<file path="src/rtl/uart_rx_if.sv">
// uart_rx_if: serial line in, received byte and status strobes out.
interface uart_rx_if;
    logic       pin;
    logic [7:0] byte_received;
    logic       valid;
    logic       framing_error;
    logic       busy;
    modport master (output pin, input byte_received, valid, framing_error, busy);
    modport slave  (input pin, output byte_received, valid, framing_error, busy);
endinterface

</file>
<file path="src/rtl/uart_rx.sv">
// uart_rx: 8N1 receiver, LSB first, one-cycle valid / framing_error strobes.
// Define UART_RX_MAJORITY_EN to decide each bit on a 2-of-3 vote of recent samples.
module uart_rx #(
    parameter int clocks_per_bit = 1
) (
    input logic       clock,
    input logic       reset,
    uart_rx_if.slave  bus
);
    localparam int CW = $clog2(clocks_per_bit) + 1;
    localparam logic [CW-1:0] HALF_C = CW'((clocks_per_bit - 1) / 2);
    localparam logic [CW-1:0] LAST_C = CW'(clocks_per_bit - 1);

    typedef enum logic [2:0] {IDLE, START, DATA, STOP, WAIT_HIGH} state_t;

    state_t        state_q;
    logic [1:0]    sync_q;
    logic [CW-1:0] clocks_q;
    logic [2:0]    bit_index_q;
    logic [7:0]    shift_q;
    logic [7:0]    byte_q;
    logic          valid_q;
    logic          ferr_q;
    logic          busy_q;
    logic          rx_s;
    logic          sample;

    assign rx_s = sync_q[1];

    always_ff @(posedge clock or posedge reset) begin
        if (reset) sync_q <= 2'b11;
        else       sync_q <= {sync_q[0], bus.pin};
    end

`ifdef UART_RX_MAJORITY_EN
    // Vote over rx_s and its two predecessors, so the centre sits one clock earlier.
    logic [1:0] hist_q;
    always_ff @(posedge clock or posedge reset) begin
        if (reset) hist_q <= 2'b11;
        else       hist_q <= {hist_q[0], rx_s};
    end
    assign sample = (rx_s & hist_q[0]) | (rx_s & hist_q[1]) | (hist_q[0] & hist_q[1]);
`else
    assign sample = rx_s;
`endif

    always_ff @(posedge clock or posedge reset) begin
        if (reset) begin
            state_q     <= IDLE;
            clocks_q    <= '0;
            bit_index_q <= '0;
            shift_q     <= '0;
            byte_q      <= '0;
            valid_q     <= 1'b0;
            ferr_q      <= 1'b0;
            busy_q      <= 1'b0;
        end else begin
            valid_q <= 1'b0;
            ferr_q  <= 1'b0;
            case (state_q)
                IDLE: begin
                    if (!rx_s) begin
                        state_q  <= START;
                        clocks_q <= '0;
                        busy_q   <= 1'b1;
                    end
                end
                START: begin
                    if (clocks_q == HALF_C) begin
                        clocks_q    <= '0;
                        bit_index_q <= '0;
                        state_q     <= sample ? IDLE : DATA;
                        busy_q      <= !sample;
                    end else begin
                        clocks_q <= clocks_q + 1'b1;
                    end
                end
                DATA: begin
                    if (clocks_q == LAST_C) begin
                        shift_q[bit_index_q] <= sample;
                        clocks_q             <= '0;
                        bit_index_q          <= bit_index_q + 3'd1;
                        if (bit_index_q == 3'd7) state_q <= STOP;
                    end else begin
                        clocks_q <= clocks_q + 1'b1;
                    end
                end
                STOP: begin
                    if (clocks_q == LAST_C) begin
                        clocks_q <= '0;
                        if (sample) begin
                            byte_q  <= shift_q;
                            valid_q <= 1'b1;
                            state_q <= IDLE;
                            busy_q  <= 1'b0;
                        end else begin
                            ferr_q  <= 1'b1;
                            state_q <= WAIT_HIGH;
                        end
                    end else begin
                        clocks_q <= clocks_q + 1'b1;
                    end
                end
                WAIT_HIGH: begin
                    if (rx_s) begin
                        state_q <= IDLE;
                        busy_q  <= 1'b0;
                    end
                end
                default: begin
                    state_q <= IDLE;
                    busy_q  <= 1'b0;
                end
            endcase
        end
    end

    assign bus.byte_received = byte_q;
    assign bus.valid         = valid_q;
    assign bus.framing_error = ferr_q;
    assign bus.busy          = busy_q;
endmodule

</file>
<file path="src/flat_wrapper.sv">
// flat-port wrapper written by rule: the top's interface ports become plain ports
module uart_rx_flat 
#(
    parameter int clocks_per_bit = 1
)
  (clock, reset, bus_pin, bus_byte_received, bus_valid, bus_framing_error, bus_busy);
  uart_rx_if bus_i ();
  input logic clock;
  input logic reset;
  input wire logic [$bits(bus_i.pin)-1:0] bus_pin;
  output wire logic [$bits(bus_i.byte_received)-1:0] bus_byte_received;
  output wire logic [$bits(bus_i.valid)-1:0] bus_valid;
  output wire logic [$bits(bus_i.framing_error)-1:0] bus_framing_error;
  output wire logic [$bits(bus_i.busy)-1:0] bus_busy;
  assign bus_i.pin = bus_pin;
  assign bus_byte_received = bus_i.byte_received;
  assign bus_valid = bus_i.valid;
  assign bus_framing_error = bus_i.framing_error;
  assign bus_busy = bus_i.busy;
  uart_rx #(.clocks_per_bit(clocks_per_bit)) u_core (.clock(clock), .reset(reset), .bus(bus_i));
endmodule
</file>
<file path="config.mk">
export PLATFORM = sky130hd
export DESIGN_NAME = uart_rx_flat
export DESIGN_NICKNAME = d
export VERILOG_FILES = /design/src/rtl/uart_rx_if.sv /design/src/rtl/uart_rx.sv /design/src/flat_wrapper.sv
export SDC_FILE = /design/constraint.sdc
export NUM_CORES = 1
export LEC_CHECK = 0
export ABC_AREA = 1
export CAP_MARGIN = 10
export CORE_MARGIN = 2
export CORE_UTILIZATION = 38
export DETAILED_ROUTE_END_ITERATION = 10
export PLACE_DENSITY = 0.57
export SYNTH_ARGS = -nofsm -noshare
export SYNTH_HDL_FRONTEND = slang
export SYNTH_SLANG_ARGS = --single-unit
export TNS_END_PERCENT = 30
</file>
<file path="constraint.sdc">
create_clock -name clock -period 1 [get_ports clock]
set_input_delay 0.25 -clock clock [delete_from_list [all_inputs] [get_ports clock]]
set_output_delay 0.25 -clock clock [all_outputs]
set_load 0.005 [all_outputs]
</file>
* After elaboration in Yosys (flattened, before gate mapping) *
Cells that the tools add are included.

word-level totals
  output and inout port bits = 11
  memories kept = 0
  word-level logic and storage cells = 67
  bits in latches = 0
  memory bits (read-only) = 0
  input port bits = 3
  RAM bits = 0
  register bits = 28

cells by class
  divide/modulo/power cells = 0
  $add $sub $neg = 2
  multiplexer cells = 29
  reduce and logical (&&, ||, !) cells = 12
  $lt $le $gt $ge = 2
  $mul = 0
  eq/ne operators = 11
  bitwise logic cells = 2
  shifts and indexed selects = 0

operator list
  cell                   count
  $mux W3                9
  $pmux W3 S5            1
  $mux W1                13
  $bwmux W8              1
  $ne A2 B2 Y1 const B   4
  $eq A3 B2 Y1 const B   2
  $eq A3 B3 Y1 const B   2
  $pmux W3 S2            1
  $reduce_and A3 Y1      2
  $reduce_and A6 Y1      1
  $pmux W1 S5            1
  $lt A3 B4 Y1 const B   1
  $ne A2 B1 Y1 const B   2
  $reduce_and A2 Y1      2
  $reduce_and A4 Y1      1
  $reduce_bool A2 Y1     2
  $add A3 B1 Y3 const B  1
  $demux W1 S3           1
  $eq A3 B1 Y1 const B   1
  $ge A3 B1 Y1 const B   1
  $logic_not A3 Y1       1
  $reduce_or A3 Y1       1
  $mux W2                1
  $not A1 Y1             2
  4 further kinds        4

* Longest topological paths before layout *
Gate-level depths: netlist (run 1).

  depth after elaboration = 5
  depth in mapped cells = 6
  gate-level depth less buffers = 6

* Worst setup path before layout (run 1) *
OpenSTA, ideal clock, no wires.

  kind = register to register
  from = reg u_core.sync_q[1]
  to = reg u_core.state_q[2]
  cell stages (with the launch flop) = 7
  path slack = -0.113 ns
  clock period less this slack = 1.113 ns
  path buffers = 1
  setup time = 0.118 ns
  arrival time = 0.995 ns
  data required time = 0.882 ns
  cells stage by stage = dfstp_2 > buf_4 > nand2_1 > nand3_1 > o21ai_1 > nand2_1 > nand2_1

between the ends
  longest elaborated chain between the ends = 3
  elaborated cells between the ends (all ways) = 6
  classes of those cells = eq/ne: 2; mux: 3; reduce/logical: 1

RTL lines
  what                    RTL line       source
  start, declared         uart_rx.sv:17  logic [1:0] sync_q;
  start signal, assigned  uart_rx.sv:32  else sync_q <= {sync_q[0], bus.pin};
  $mux W3                 uart_rx.sv:91  if (sample) begin
  $mux W3                 uart_rx.sv:89  if (clocks_q == LAST_C) begin
  $pmux W3 S5             uart_rx.sv:60  case (state_q)
  end signal, assigned    uart_rx.sv:72  state_q <= sample ? IDLE : DATA;
  end, declared           uart_rx.sv:16  state_t state_q;

Parallel ways exist; a longest one is shown, timed or not. The select of a mux whose other input is x is not followed.
A chain may end at the register's enable or synchronous reset.

* Worst setup path in the final report (run 1) *
  from = reg u_core.state_q[2]
  to = reg u_core.shift_q[3]

between the ends
  longest elaborated chain between the ends = 2

RTL lines
  what                                RTL line       source
  $eq A3 B2 Y1                        uart_rx.sv:60
  $reduce_and A2 Y1 (no source line)  --
  end signal, assigned by index       uart_rx.sv:80  shift_q[bit_index_q] <= sample;
  end, declared                       uart_rx.sv:20  logic [7:0] shift_q;

No other way between the ends.

==> impl_metrics.env, run 1 <==
export IMPL_status="finished with violations"
export IMPL_violations="negative setup slack"
export IMPL_numCtsBuffers=3
export IMPL_cts_tree="yes"
export IMPL_syn_area_um2=1150
export IMPL_fin_crit_ns=1.13
export IMPL_arrival_ns=1.35
export IMPL_finalHoldViolCount=0
export IMPL_syn_nets=135
export IMPL_r2r_start="u_core.state_q[2]"
export IMPL_drtIter0Drc=25
export IMPL_critPathMaxFanout=8
export IMPL_hold_buffers=0
export IMPL_yosysMostFrequentCell="nand2_1"
export IMPL_critPathCapture="u_core.shift_q[3]"
export IMPL_yosysSeqAreaShare=0.588
export IMPL_antenna_found_initial=0
export IMPL_r2r_worst_path_cells=6
export IMPL_drv_slew=0
export IMPL_grt_max_degree=18
export IMPL_p_leak_nw=0.817
export IMPL_postSynthCellCount=130
export IMPL_r2r_setup_slack_ns=-0.13
export IMPL_syn2layout_area_growth_pct=29.8
export IMPL_rows=19
export IMPL_die_x_um=59.1
export IMPL_place_gp_congestion=0.796
export IMPL_yosys_warnings=0
export IMPL_dp_hpwl_um=1550
export IMPL_synthTopCellsByArea="dfrtp_1 54%, nand2_1 20%, nand3_1 5.2%"
export IMPL_crit_type="flip-flop to flip-flop"
export IMPL_peakVddDrop_mv=1.16
export IMPL_ys_types=17
export IMPL_synthArstFlopShare=1.00
export IMPL_clk_pin_slew_ns=0.14
export IMPL_wl_per_cell_um=11.2
export IMPL_dpl_cell_area_um2=1460
export IMPL_die_area_um2=3490
export IMPL_fin_crit_sh=1.13
export IMPL_fillerInstances=259
export IMPL_yosysTopAreaCell="dfrtp_1"
export IMPL_cts_root_buffer="clkbuf_4"
export IMPL_reg2reg_to="u_core.shift_q[3]"
export IMPL_drtAntennaViolNets=0
export IMPL_first_global_vias=890
export IMPL_initial_core_util=0.408
export IMPL_clock_skew_ns=0.0127
export IMPL_numClockSinks=27
export IMPL_utilization=0.529
export IMPL_synth_area_per_cell_um2=8.87
export IMPL_diodes=0
export IMPL_min_path_type="input pin to asynchronous set/reset pin"
export IMPL_timing_final_ws_setup_ns=-0.134
export IMPL_fp_dieH_um=59.1
export IMPL_synth_flop_cell="dfrtp_1"
export IMPL_via_per_inst=4.55
export IMPL_synthTopCellsByCount="61 x nand2_1, 25 x dfrtp_1, 12 x nand3_1, 9 x inv_1, 5 x nor2_1"
export IMPL_tightest_slew_ns=0.288
export IMPL_synth_top_area_share=0.542
export IMPL_clk_path_buf_depth=2
export IMPL_ys_seq_elements=27
export IMPL_fmaxAchievable_mhz=882
export IMPL_via_count=888
export IMPL_htree_levels=1
export IMPL_maxCapViolCount=0
export IMPL_grtUsageTotal=0.150
export IMPL_nets=170
export IMPL_startpoint="u_core.state_q[2]"
export IMPL_rsz0062_at_grt="yes"
export IMPL_wirelength_um=2180
export IMPL_crit_path_end_kind="flip-flop"
export IMPL_crit_required_ns=1.22
export IMPL_io_pins=14
export IMPL_clk_latency_ns=0.32
export IMPL_grt_pass1_wl_um=4020
export IMPL_setup_violations=35
export IMPL_core_area_um2=2830
export IMPL_grt_overflow_total=0
export IMPL_fin_area_um2=1500
export IMPL_max_slew_margin_rel=0.808
export IMPL_drive_gt1_frac=0.348
export IMPL_synth_edf_count=0
export IMPL_p_per_area_nw_per_um2=2310
export IMPL_first_pass_iters=4
export IMPL_crit_path_start_kind="flip-flop"
export IMPL_drc_errors=0
export IMPL_portBuffers=13
-- cells in the final DEF (no fill, tap or decap) --
cell | synthesis | layout
nand2_8 | 0 | 1
inv_8 | 0 | 1
ha_4 | 0 | 1
o21ai_1 | 3 | 3
nor2_1 | 5 | 2
o21bai_1 | 1 | 1
buf_2 | 0 | 11
o21ai_2 | 0 | 1
inv_2 | 2 | 4
dfrtp_2 | 0 | 1
nand3_4 | 1 | 1
nor2_2 | 1 | 3
nand3_2 | 0 | 2
nand2_2 | 0 | 4
ha_2 | 0 | 1
clkbuf_1 | 0 | 1
nand3_1 | 12 | 10
nor2_4 | 2 | 3
clkdlybuf4s50_1 | 0 | 2
nand2_1 | 61 | 57
dfstp_2 | 2 | 2
buf_4 | 1 | 17
dfrtp_1 | 25 | 24
clkbuf_4 | 0 | 3
buf_12 | 0 | 1
inv_1 | 9 | 7
-- repair_timing --
action	in CTS	in global routing
pin swaps	0	8
buffers inserted	1	2
resized for setup	47	14
setup endpoints to repair	36	36
-- routing by layer --
metal | track usage | vias up | wire length, µm
met5 | 0 | - | 0
met4 | 0.0487 | 0 | 16
met3 | 0.0197 | 2 | 53
met2 | 0.241 | 10 | 1050
met1 | 0.211 | 406 | 1060
li1 | - | 470 | -
-- cells by family after synthesis --
group,after synthesis,share of synthesized area
flops,27,0.588
compound gates,5,0.0239
simple gates,83,0.317
buf+inv,13,0.0499
fa+ha+maj,2,0.0217
-- worst min-delay path by stage --
| stage | slack [ns] | from | endpoint |
|---|---|---|---|
| after floorplan | 0.25 | bus_pin | u_core.sync_q[0] |
| after global routing | 0.24 | reset | u_core.state_q[2] |
| final | 0.22 | reset | u_core.state_q[2] |
| after CTS | 0.22 | reset | u_core.state_q[2] |
| after global placement | 0.35 | u_core.sync_q[0] | u_core.sync_q[1] |
| after detailed placement | 0.35 | u_core.sync_q[0] | u_core.sync_q[1] |
-- critical path, stage by stage (launching register included) --
cell and delay [ns]:
dfrtp_1 0.44, inv_2 0.09, nand3_4 0.11, nor2_4 0.21, nand2_1 0.07, nand2_1 0.06
nand2_1 0.04
-- sequential cells by signal (all words and copies together) (netlist names) --
signal and count:
u_core.state_q 3, u_core.bus.valid 1, u_core.shift_q 8, u_core.bus.framing_error 1, u_core.bit_index_q 3, u_core.bus.busy 1, u_core.bus.byte_received 8, u_core.sync_q 2
-- power by group --
| part | total (mW) | switching (mW) | internal (mW) | leakage [nW] |
|---|---|---|---|---|
| clock network | 0.459 | 0.303 | 0.156 | 0.0150 |
| logic | 1.40 | 0.753 | 0.649 | 0.447 |
| registers | 1.59 | 0.198 | 1.39 | 0.355 |
| total | 3.45 | 1.25 | 2.20 | 0.817 |
-- cell type report --
type,instances,area [µm²],share of cell area
multi-input combinational,90,478,0.319
timing repair buffer,31,223,0.149
tap,31,38.8,0.0259
sequential,27,679,0.454
inverter,12,52.6,0.0351
clock buffer,4,26.3,0.0175
-- through the flow --
step / setup WS (ns) / hold WS (ns) / setup TNS [ns] / cells / power, mW
after floorplan: -0.0829 / 0.254 / -0.574 / 130 / 2.29
after global placement: -0.119 / 0.347 / -2.22 / 188 / 2.89
after detailed placement: -0.134 / 0.348 / -2.68 / 188 / 2.93
after CTS: -0.125 / 0.221 / -3.47 / 193 / 3.33
after global routing: -0.270 / 0.245 / -5.79 / 195 / 3.78
final: -0.134 / 0.218 / -3.16 / 195 / 3.45
No activity file was read; power rests on OpenSTA's default activity.
==> run 2, diff against run 1 <==
Settings changed: CAP_MARGIN 10 to 5.
==> results of run 2 <==
Same layout as run 1: the final DEF is identical, and so are final timing and power.
==> run 3, diff against run 2 <==
Settings changed: CTS_CLUSTER_DIAMETER from default to 100, CTS_CLUSTER_SIZE from default to 10, SLEW_MARGIN from default to 30.
==> results of run 3 <==
Same layout as run 1: the final DEF is identical, and so are final timing and power.
